File: src/rtl/rob_queue_if.sv
// Reorder-buffer port bundle: allocation, CDB capture, operand lookup and commit.
// The master side is the issue/execute pipeline, the slave side is rob_queue.
interface rob_queue_if #(
    parameter int unsigned DEPTH  = 8,
    parameter int unsigned DATA_W = 16,
    parameter int unsigned REG_W  = 4
);
    localparam int unsigned TAG_W = $clog2(DEPTH);

    // Allocation at issue
    logic              alloc_valid;
    logic [REG_W-1:0]  alloc_dest;
    logic              alloc_is_br;
    logic              alloc_ready;
    logic [TAG_W-1:0]  alloc_tag;

    // Common data bus
    logic              cdb_valid;
    logic [TAG_W-1:0]  cdb_tag;
    logic [DATA_W-1:0] cdb_data;
    logic              cdb_mispred;

    // Operand lookup
    logic [TAG_W-1:0]  rd_tag;
    logic              rd_ready;
    logic [DATA_W-1:0] rd_data;

    // In-order retirement
    logic              commit_valid;
    logic              commit_wen;
    logic [REG_W-1:0]  commit_dest;
    logic [DATA_W-1:0] commit_data;
    logic [TAG_W-1:0]  commit_tag;
    logic              flush;
    logic [TAG_W:0]    count;

    modport master (
        output alloc_valid, alloc_dest, alloc_is_br,
        input  alloc_ready, alloc_tag,
        output cdb_valid, cdb_tag, cdb_data, cdb_mispred,
        output rd_tag,
        input  rd_ready, rd_data,
        input  commit_valid, commit_wen, commit_dest, commit_data, commit_tag,
        input  flush, count
    );

    modport slave (
        input  alloc_valid, alloc_dest, alloc_is_br,
        output alloc_ready, alloc_tag,
        input  cdb_valid, cdb_tag, cdb_data, cdb_mispred,
        input  rd_tag,
        output rd_ready, rd_data,
        output commit_valid, commit_wen, commit_dest, commit_data, commit_tag,
        output flush, count
    );
endinterface

File: src/rtl/rob_queue.sv
// Parametrised reorder buffer: in-order allocation at the tail, out-of-order result
// capture from the CDB by tag, in-order retirement of one entry per cycle from the head,
// and combinational operand lookup by tag.
// Optional feature macro: ROB_FLUSH_EN -- a retiring mispredicted branch raises flush and
// empties the buffer. Without it flush is tied low and branches retire as plain non-writes.
module rob_queue #(
    parameter int unsigned DEPTH  = 8,
    parameter int unsigned DATA_W = 16,
    parameter int unsigned REG_W  = 4
) (
    input logic        clk1,
    input logic        rst,
    rob_queue_if.slave rob
);
    localparam int unsigned TAG_W = $clog2(DEPTH);
    localparam logic [TAG_W-1:0] TAG_ONE = TAG_W'(1);
    localparam logic [TAG_W:0]   CNT_ONE = (TAG_W + 1)'(1);

    // Per-entry status flags, one bit per entry
    logic [DEPTH-1:0] busy_q, busy_d;
    logic [DEPTH-1:0] done_q, done_d;
    logic [DEPTH-1:0] is_br_q, is_br_d;
`ifdef ROB_FLUSH_EN
    logic [DEPTH-1:0] mispred_q, mispred_d;
`endif

    // Per-entry payload
    logic [REG_W-1:0]  dest_q [DEPTH];
    logic [DATA_W-1:0] data_q [DEPTH];

    // Circular-queue pointers and occupancy
    logic [TAG_W-1:0] head_q, head_d;
    logic [TAG_W-1:0] tail_q, tail_d;
    logic [TAG_W:0]   count_q, count_d;

    logic full;
    logic empty;
    logic alloc_ready;
    logic commit_valid;
    logic flush_int;
    logic do_alloc;
    logic do_commit;
    logic do_cdb;

    // count never exceeds DEPTH, and DEPTH is a power of two, so the top bit means full
    assign full  = count_q[TAG_W];
    assign empty = (count_q == '0);

    assign commit_valid = ~empty & busy_q[head_q] & done_q[head_q];

`ifdef ROB_FLUSH_EN
    assign flush_int = commit_valid & is_br_q[head_q] & mispred_q[head_q];
`else
    logic unused_cdb_mispred;
    assign unused_cdb_mispred = rob.cdb_mispred;
    assign flush_int = 1'b0;
`endif

    assign alloc_ready = ~full & ~flush_int;
    assign do_alloc    = rob.alloc_valid & alloc_ready;
    assign do_commit   = commit_valid;
    // Writes to idle entries (including the one being allocated now) are dropped
    assign do_cdb      = rob.cdb_valid & busy_q[rob.cdb_tag] & ~flush_int;

    // Issue-side and lookup outputs
    always_comb begin
        rob.alloc_ready = alloc_ready;
        rob.alloc_tag   = tail_q;
        rob.rd_ready    = busy_q[rob.rd_tag] & done_q[rob.rd_tag];
        rob.rd_data     = data_q[rob.rd_tag];
        rob.count       = count_q;
        rob.flush       = flush_int;
    end

    // Retirement outputs; payload is zeroed while nothing retires
    always_comb begin
        rob.commit_valid = commit_valid;
        rob.commit_wen   = commit_valid & ~is_br_q[head_q];
        rob.commit_tag   = head_q;
        rob.commit_dest  = commit_valid ? dest_q[head_q] : '0;
        rob.commit_data  = commit_valid ? data_q[head_q] : '0;
    end

    // Next-state for flags, pointers and occupancy
    always_comb begin
        busy_d    = busy_q;
        done_d    = done_q;
        is_br_d   = is_br_q;
`ifdef ROB_FLUSH_EN
        mispred_d = mispred_q;
`endif
        head_d    = head_q;
        tail_d    = tail_q;
        count_d   = count_q;

        if (flush_int) begin
            busy_d    = '0;
            done_d    = '0;
            is_br_d   = '0;
`ifdef ROB_FLUSH_EN
            mispred_d = '0;
`endif
            head_d    = '0;
            tail_d    = '0;
            count_d   = '0;
        end else begin
            if (do_cdb) begin
                done_d[rob.cdb_tag] = 1'b1;
`ifdef ROB_FLUSH_EN
                mispred_d[rob.cdb_tag] = rob.cdb_mispred;
`endif
            end

            // Allocation is applied after the CDB so it wins on the tail entry
            if (do_alloc) begin
                busy_d[tail_q]  = 1'b1;
                done_d[tail_q]  = 1'b0;
                is_br_d[tail_q] = rob.alloc_is_br;
`ifdef ROB_FLUSH_EN
                mispred_d[tail_q] = 1'b0;
`endif
                tail_d = tail_q + TAG_ONE;
            end

            if (do_commit) begin
                busy_d[head_q] = 1'b0;
                done_d[head_q] = 1'b0;
                head_d = head_q + TAG_ONE;
            end

            case ({do_alloc, do_commit})
                2'b10:   count_d = count_q + CNT_ONE;
                2'b01:   count_d = count_q - CNT_ONE;
                default: count_d = count_q;
            endcase
        end
    end

    // Flag, pointer and occupancy registers
    always_ff @(posedge clk1) begin
        if (rst) begin
            busy_q    <= '0;
            done_q    <= '0;
            is_br_q   <= '0;
`ifdef ROB_FLUSH_EN
            mispred_q <= '0;
`endif
            head_q    <= '0;
            tail_q    <= '0;
            count_q   <= '0;
        end else begin
            busy_q    <= busy_d;
            done_q    <= done_d;
            is_br_q   <= is_br_d;
`ifdef ROB_FLUSH_EN
            mispred_q <= mispred_d;
`endif
            head_q    <= head_d;
            tail_q    <= tail_d;
            count_q   <= count_d;
        end
    end

    // Payload storage: destination at allocation, result at CDB capture
    always_ff @(posedge clk1) begin
        if (rst) begin
            for (int i = 0; i < int'(DEPTH); i++) begin
                dest_q[i] <= '0;
                data_q[i] <= '0;
            end
        end else begin
            if (do_cdb) begin
                data_q[rob.cdb_tag] <= rob.cdb_data;
            end
            if (do_alloc) begin
                dest_q[tail_q] <= rob.alloc_dest;
            end
        end
    end
endmodule

File: src/flat_wrapper.sv
// flat-port wrapper written by rule: the top's interface ports become plain ports
module rob_queue_flat 
#(
    parameter int unsigned DEPTH  = 8,
    parameter int unsigned DATA_W = 16,
    parameter int unsigned REG_W  = 4
)
  (clk1, rst, rob_alloc_valid, rob_alloc_dest, rob_alloc_is_br, rob_alloc_ready, rob_alloc_tag, rob_cdb_valid, rob_cdb_tag, rob_cdb_data, rob_cdb_mispred, rob_rd_tag, rob_rd_ready, rob_rd_data, rob_commit_valid, rob_commit_wen, rob_commit_dest, rob_commit_data, rob_commit_tag, rob_flush, rob_count);
  rob_queue_if #(.DEPTH(DEPTH), .DATA_W(DATA_W), .REG_W(REG_W)) rob_i ();
  input logic clk1;
  input logic rst;
  input wire logic [$bits(rob_i.alloc_valid)-1:0] rob_alloc_valid;
  input wire logic [$bits(rob_i.alloc_dest)-1:0] rob_alloc_dest;
  input wire logic [$bits(rob_i.alloc_is_br)-1:0] rob_alloc_is_br;
  output wire logic [$bits(rob_i.alloc_ready)-1:0] rob_alloc_ready;
  output wire logic [$bits(rob_i.alloc_tag)-1:0] rob_alloc_tag;
  input wire logic [$bits(rob_i.cdb_valid)-1:0] rob_cdb_valid;
  input wire logic [$bits(rob_i.cdb_tag)-1:0] rob_cdb_tag;
  input wire logic [$bits(rob_i.cdb_data)-1:0] rob_cdb_data;
  input wire logic [$bits(rob_i.cdb_mispred)-1:0] rob_cdb_mispred;
  input wire logic [$bits(rob_i.rd_tag)-1:0] rob_rd_tag;
  output wire logic [$bits(rob_i.rd_ready)-1:0] rob_rd_ready;
  output wire logic [$bits(rob_i.rd_data)-1:0] rob_rd_data;
  output wire logic [$bits(rob_i.commit_valid)-1:0] rob_commit_valid;
  output wire logic [$bits(rob_i.commit_wen)-1:0] rob_commit_wen;
  output wire logic [$bits(rob_i.commit_dest)-1:0] rob_commit_dest;
  output wire logic [$bits(rob_i.commit_data)-1:0] rob_commit_data;
  output wire logic [$bits(rob_i.commit_tag)-1:0] rob_commit_tag;
  output wire logic [$bits(rob_i.flush)-1:0] rob_flush;
  output wire logic [$bits(rob_i.count)-1:0] rob_count;
  assign rob_i.alloc_valid = rob_alloc_valid;
  assign rob_i.alloc_dest = rob_alloc_dest;
  assign rob_i.alloc_is_br = rob_alloc_is_br;
  assign rob_alloc_ready = rob_i.alloc_ready;
  assign rob_alloc_tag = rob_i.alloc_tag;
  assign rob_i.cdb_valid = rob_cdb_valid;
  assign rob_i.cdb_tag = rob_cdb_tag;
  assign rob_i.cdb_data = rob_cdb_data;
  assign rob_i.cdb_mispred = rob_cdb_mispred;
  assign rob_i.rd_tag = rob_rd_tag;
  assign rob_rd_ready = rob_i.rd_ready;
  assign rob_rd_data = rob_i.rd_data;
  assign rob_commit_valid = rob_i.commit_valid;
  assign rob_commit_wen = rob_i.commit_wen;
  assign rob_commit_dest = rob_i.commit_dest;
  assign rob_commit_data = rob_i.commit_data;
  assign rob_commit_tag = rob_i.commit_tag;
  assign rob_flush = rob_i.flush;
  assign rob_count = rob_i.count;
  rob_queue #(.DEPTH(DEPTH), .DATA_W(DATA_W), .REG_W(REG_W)) u_core (.clk1(clk1), .rst(rst), .rob(rob_i));
endmodule
File: config.mk
export PLATFORM = sky130hd
export DESIGN_NAME = rob_queue_flat
export DESIGN_NICKNAME = d
export VERILOG_FILES = /design/src/rtl/rob_queue_if.sv /design/src/rtl/rob_queue.sv /design/src/flat_wrapper.sv
export SDC_FILE = /design/constraint.sdc
export NUM_CORES = 1
export LEC_CHECK = 0
export CORE_MARGIN = 5
export CORE_UTILIZATION = 50
export CTS_CLUSTER_DIAMETER = 60
export DETAILED_ROUTE_END_ITERATION = 16
export GPL_ROUTABILITY_DRIVEN = 1
export HOLD_SLACK_MARGIN = 0.12
export PLACE_DENSITY_LB_ADDON = 0.25
export SKIP_CTS_REPAIR_TIMING = 1
export SLEW_MARGIN = 5
export SYNTH_ARGS = -nofsm -noshare
export SYNTH_HDL_FRONTEND = slang
export SYNTH_SLANG_ARGS = --single-unit
File: constraint.sdc
create_clock -name clk1 -period 2.65 [get_ports clk1]
set_input_delay 0.265 -clock clk1 [delete_from_list [all_inputs] [get_ports clk1]]
set_output_delay 0.265 -clock clk1 [all_outputs]
set_load 0.005 [all_outputs]
Word-level counts from Yosys, hierarchy flattened
Memory sizes are Yosys's and may differ from the RTL's. A register that Yosys moved wholly into a read port is not among the register bits.
Index checks and enable logic that the tools add are counted.
W data, S select, Z words.
{"block": "op_classes", "n_addsub": 4, "eq_ne": 2, "order_cmp": 7, "n_mux": 45, "n_bitwise": 16, "reduce_logical": 7}
{"operator": "$mux W8", "count": 5}
{"operator": "$mux W16", "count": 2}
{"operator": "$and A8 B8 Y8", "count": 3}
{"operator": "$mux W1", "count": 19}
{"operator": "$bmux W1 S3", "count": 6}
{"operator": "$mux W3", "count": 6}
{"operator": "$lt A3 B4 Y1 const B", "count": 4}
{"operator": "$not A8 Y8", "count": 2}
{"operator": "$or A8 B8 Y8", "count": 2}
{"operator": "$reduce_or A16 Y1", "count": 1}
{"operator": "$demux W1 S3", "count": 3}
{"operator": "$ge A3 B1 Y1 const B", "count": 3}
{"operator": "$bwmux W8", "count": 1}
{"operator": "$mux W4", "count": 2}
{"operator": "$pmux W4 S2", "count": 1}
{"operator": "$add A3 B1 Y3 const B", "count": 2}
{"operator": "$and A1 B1 Y1", "count": 6}
{"operator": "$add A4 B1 Y4 const B", "count": 1}
{"operator": "$logic_not A4 Y1", "count": 1}
{"operator": "$reduce_or A4 Y1", "count": 1}
{"operator": "$sub A4 B1 Y4 const B", "count": 1}
{"operator": "$logic_and A1 B1 Y1", "count": 3}
{"operator": "$not A1 Y1", "count": 3}
{"operator": "$eq A2 B1 Y1 const B", "count": 1}
{"operator": "other kinds (2)", "count": 2}
{"block": "word_totals", "in_bits": 32, "out_inout_bits": 51, "wordCells": 89, "n_memories": 2, "ff_bits": 34, "ram_bits": 160}
{"name": "u_core.data_q", "depth": 8, "width": 16, "read_ports": 2, "rd_clocked_by_memory_dff": 1, "write_ports": 8, "line": "rob_queue.sv:29", "text": "logic [DATA_W-1:0] data_q [DEPTH];"}
{"name": "u_core.dest_q", "depth": 8, "width": 4, "read_ports": 1, "rd_clocked_by_memory_dff": 1, "write_ports": 8, "line": "rob_queue.sv:28", "text": "logic [REG_W-1:0] dest_q [DEPTH];"}

Logic depth before layout (Yosys ltp)
{"block": "depth", "depth_word": 10, "depth_mapped": 13, "depth_no_buf": 12}

Worst setup path after synthesis
OpenSTA, ideal clock, no wires.
{"block": "synth_timing", "kind": "register -> register", "start": "register u_core.head_q[0] (netlist: u_core.rob.commit_tag[0])", "end": "register u_core.count_q[2] (netlist: u_core.rob.count[2])", "t_arrival_ns": 2.575, "setup_slack_ns": 0.004, "stages_incl_launch_ff": 14, "period_less_slack_ns": 2.646, "path_cell_list": "dfxtp_1 > buf_2 > mux2i_1 > nand2_1 > and4b_1 > nand2_1 > inv_1 > ha_1 > xor2_1 > ha_1 > a21oi_1 > xor2_1 > or3_1 > a21oi_1"}
{"block": "synth_between", "elab_chain_cells": 6, "elab_cells_between_ends": 10}
{"item": "from (decl)", "line": "rob_queue.sv:32", "text": "logic [TAG_W-1:0] head_q, head_d;"}
{"item": "from (signal assigned)", "line": "rob_queue.sv:148", "text": "head_q <= '0;"}
{"item": "from (signal assigned)", "line": "rob_queue.sv:158", "text": "head_q <= head_d;"}
{"item": "$bmux W1 S3", "line": "rob_queue.sv:49", "text": "assign commit_valid = ~empty & busy_q[head_q] & done_q[head_q];"}
{"item": "$mux W1 (implied by the code)", "line": "rob_queue.sv:49"}
{"item": "$and A1 B1 Y1", "line": "rob_queue.sv:49"}
{"item": "$and A1 B1 Y1 *", "line": "rob_queue.sv:49"}
{"item": "net rob_commit_valid", "line": "flat_wrapper.sv:24", "text": "output wire logic [$bits(rob_i.commit_valid)-1:0] rob_commit_valid;"}
{"item": "$eq A2 B1 Y1 / $eq A2 B2 Y1 (equally long branches)", "line": "rob_queue.sv:131", "text": "case ({do_alloc, do_commit})"}
{"item": "$pmux W4 S2 / $reduce_bool A2 Y1 (equally long branches)"}
{"item": "to (signal assigned)", "line": "rob_queue.sv:160", "text": "count_q <= count_d;"}
{"item": "to (decl)", "line": "rob_queue.sv:34", "text": "logic [TAG_W:0] count_q, count_d;"}
The timed path passes the listed nets; every way through them passes the cells marked *. The select of a mux whose other input is x is not followed.
A chain may end at the register's enable or synchronous reset.

Final worst setup path
{"block": "layout_timing", "start": "register u_core.head_q[1] (netlist: u_core.rob.commit_tag[1])", "end": "output port rob_commit_data[11]"}
{"block": "layout_between", "elab_chain_cells": 5, "elab_cells_between_ends": 7}
{"item": "$bmux W1 S3", "line": "rob_queue.sv:49"}
{"item": "$mux W1 (implied by the code)", "line": "rob_queue.sv:49"}
{"item": "$and A1 B1 Y1", "line": "rob_queue.sv:49"}
{"item": "$and A1 B1 Y1 *", "line": "rob_queue.sv:49"}
{"item": "$mux W16 *", "line": "rob_queue.sv:81", "text": "rob.commit_data = commit_valid ? data_q[head_q] : '0;"}
{"item": "to (decl)", "line": "flat_wrapper.sv:27", "text": "output wire logic [$bits(rob_i.commit_data)-1:0] rob_commit_data;"}
Every way passes the cells marked *; elsewhere a longest branch is shown, timed or not. The select of a mux whose other input is x is not followed.

==> summary.md <==
| Metric | Value |
|---|---|
| Hold WS | `0.493 ns` |
| Clk slew on worst S/H paths | `0.07 ns` |
| Vias in the first global route | `7018` |
| Arrival @ worst endpoint | `2.38 ns` |
| Grt total ovfl | `0` |
| Yosys top cell area share | `48.2%` |
| Worst path bufs/invs | `2` |
| Area of the mapped netlist | `9970 µm²` |
| Routed wire per std cell | `23.1 µm` |
| Hold Crit Class | `reg2reg` |
| Sequential area share after synthesis | `55.6%` |
| Initial DRC count | `695` |
| Largest family of logic cells by synthesized area | `multiplexers` |
| Placer congestion estimate | `0.898` |
| Dpl cells | `1096` |
| Worst-margin pin slew | `1.15 ns` |
| Synth Area in Adders | `0.628%` |
| Finished layout cell area | `12100 µm²` |
| Fraction of layout cells with a size suffix above 1 | `22.3%` |
| CTS tree | `done` |
| Synth top cells by count | `nor2_1, edfxtp_1, mux4_2` |
| Worst-Skew Late Latency | `0.44 ns` |
| Worst Path Max Fanout | `13` |
| Clock Power Share | `39.7%` |
| Top cells by area, synth | `edfxtp_1, mux4_2, dfxtp_1` |
| Post-DRT Antenna Nets | `0` |
| Post-synthesis xor/xnor area fraction | `0.351%` |
| Core footprint | `19500 µm²` |
| Ant. Diodes | `0` |
| Total number of vias | `6839` |
| Yosys Warn Count | `0` |
| # rows | `51` |
| Setup violations, final | `0` |
| Fin crit share | `99.6%` |
| Clk buf depth | `2` |
| Status | `finished, final reports clean` |
| Avg Inst Size Synth | `13.1 µm²` |
| Post-DP HPWL | `16.3 mm` |
| Crit-path cells | `nor2b_1, a22o_1, and4b_1, nand2_2, buf_8, nor2_1, clkdlybuf4s50_1` |
| CP Data Required Time | `2.38 ns` |
| DRC Markers | `0` |
| Max Freq | `0.379 GHz` |
| Leakage Power | `0.00461 µW` |
| Fin crit period | `2.64 ns` |
| Ys async rst share | `0%` |
| Die width | `151 µm` |
| Startpoint types | `flip-flop` |
| DIE AREA | `22900 µm²` |
| Area leader, netlist | `edfxtp_1` |
| Sw frac | `24.5%` |
| Clock skew | `0.0122 ns` |
| Crit path capture type | `output pin` |
| Area grow syn2layout | `21.4%` |
| First-pass GRT wire length | `39.1 mm` |
| Initial Util | `51.1%` |
| Count leader, synth | `nor2_1` |
| Area post-placement | `11300 µm²` |
| RSZ-0062 raised after global routing | `true` |
| Combinational power share | `8.6%` |
| Crit path max-delay family | `buffers and inverters` |
| Post-synthesis simple-gate area fraction | `14.5%` |
| Final net count | `891` |
| Clock sinks | `197` |
| Syn Nets | `800` |
| Post-synth EDFFs | `160` |
| Pint | `5100 µW` |
| Switching power | `1660 µW` |
| Peak VDD IR | `469 µV` |
| Post-synth cell types | `49` |
| Initial antenna violation count | `0` |
| Rel. slew slack | `22.7%` |
| Peak per-stage delay on the critical path | `0.50 ns` |
| Post-Route Setup TNS | `0 ns` |
| Post-synthesis mux area share | `21.8%` |
| Syn Inst Count | `763` |
| Via density | `6.04` |
| Fin util | `62.0%` |
| Htree depth | `4` |
| PortBufs | `80` |
| Cts bufs inserted | `17` |
| Root buffer cell | `clkbuf_16` |
| Iteration count of the initial detailed-routing pass | `7` |
| Final WL | `26.1 mm` |
| Synth Register Bits | `197` |
| Slew Limit Fails | `0` |
| Crit Path Class | `reg2out` |
| I/O Pins | `83` |
| Largest net degree at the start of global routing | `45` |
| DIE HEIGHT | `151 µm` |
| GRT Total Usage | `23.1%` |
| Top FF cell, synth | `edfxtp_1` |
| Max Cap Viol | `0` |
| Synth Area in Compound Gates | `4.25%` |
| Seq pwr share | `51.6%` |
| Slowest-stage cell, CP | `clkdlybuf4s50_1` |
| Final cell count without fillers | `1132` |
| Final Hold Viols | `0` |
| Power per cell area | `558 nW/µm²` |
-- layout by cell type, fill, tap and decap left out, types with 7 or more instances in the layout --
master / instances
dfxtp_1: 33
clkdlybuf4s50_1: 58
nor3_1: 9
inv_1: 13
buf_12: 11
edfxtp_1: 160
nand2b_1: 7
mux4_2: 76
and2_1: 36
mux2i_1: 25
nor2b_1: 7
dlymetal6s2s_1: 21
clkbuf_16: 19
buf_4: 22
nand3_1: 14
mux2_2: 17
or2_2: 9
a22o_1: 9
nand2_1: 30
o21ai_0: 16
nor2_1: 176
-- cells by family (layout without fill, tap and decap cells) --
logic type / count (synthesis) / in the layout
compound gates: 61 / 61
xor+xnor: 4 / 4
fa+ha+maj: 5 / 5
buf+inv: 61 / 165
flops: 197 / 197
mux: 120 / 120
other cells: 1 / 1
simple gates: 314 / 314
-- layer usage --
layer | global-route usage [%] | routed length (µm) | vias up
li1 | - | - | 3030
met1 | 29.5 | 10000 | 3454
met2 | 40.3 | 13600 | 316
met3 | 4.01 | 1980 | 39
met4 | 7.21 | 573 | 0
met5 | 0 | 0 | -
-- worst register-to-register path, stage by stage, from the launching register on --
cell	delay (ns)
dfxtp_4	0.40
mux2i_1	0.24
a22o_1	0.20
and4b_1	0.22
nand2_2	0.11
inv_1	0.06
ha_1	0.22
xor2_1	0.16
ha_1	0.19
a21oi_2	0.11
xor2_1	0.08
or3_1	0.30
a21oi_1	0.14
-- state kept, by name, summed over array words and instances (netlist names), named ones only --
| name | count |
|---|---|
| u_core.busy_q | 8 |
| u_core.data_q | 128 |
| u_core.dest_q | 32 |
| u_core.done_q | 8 |
| u_core.is_br_q | 8 |
| u_core.rob.alloc_tag | 3 |
| u_core.rob.commit_tag | 3 |
| u_core.rob.count | 4 |
-- power groups by stage --
| stage | Sequential [µW] | Clock (µW) | Combinational, µW |
|---|---|---|---|
| floorplan | 3540 | 0 | 325 |
| global placement | 3550 | 0 | 570 |
| detailed placement | 3560 | 0 | 581 |
| CTS | 3490 | 2720 | 585 |
| global route | 3500 | 2850 | 621 |
| finish | 3490 | 2680 | 583 |
-- final timing paths --
check,start,endpoint,slack [ns],cells past startpoint
worst max-delay path,u_core.rob.commit_tag[1],rob_commit_data[11],0.009,7
worst min-delay path,u_core.is_br_q[3],u_core.is_br_q[3],0.49,1
worst max register to register,u_core.rob.commit_tag[0],u_core.rob.count[2],0.13,12
worst min register to register,u_core.is_br_q[3],u_core.is_br_q[3],0.49,1
-- area by class of cell --
class	count	area, µm²
well taps	265	332
clock inverters	15	209
clock buffers	17	425
multi-input cells	505	4170
repair buffers	120	1360
fillers	1505	7420
inverters	13	48.8
flip-flops and latches	197	5560
-- metrics by stage --
| step | power [µW] | setup WS, ns |
|---|---|---|
| finish | 6760 | 0.00930 |
| global route | 6970 | -0.0601 |
| CTS | 6790 | -0.303 |
| detailed placement | 4140 | 0.0486 |
| global placement | 4120 | 0.0494 |
| floorplan | 3860 | 0.00436 |
Power figures use the tool's default switching activity.
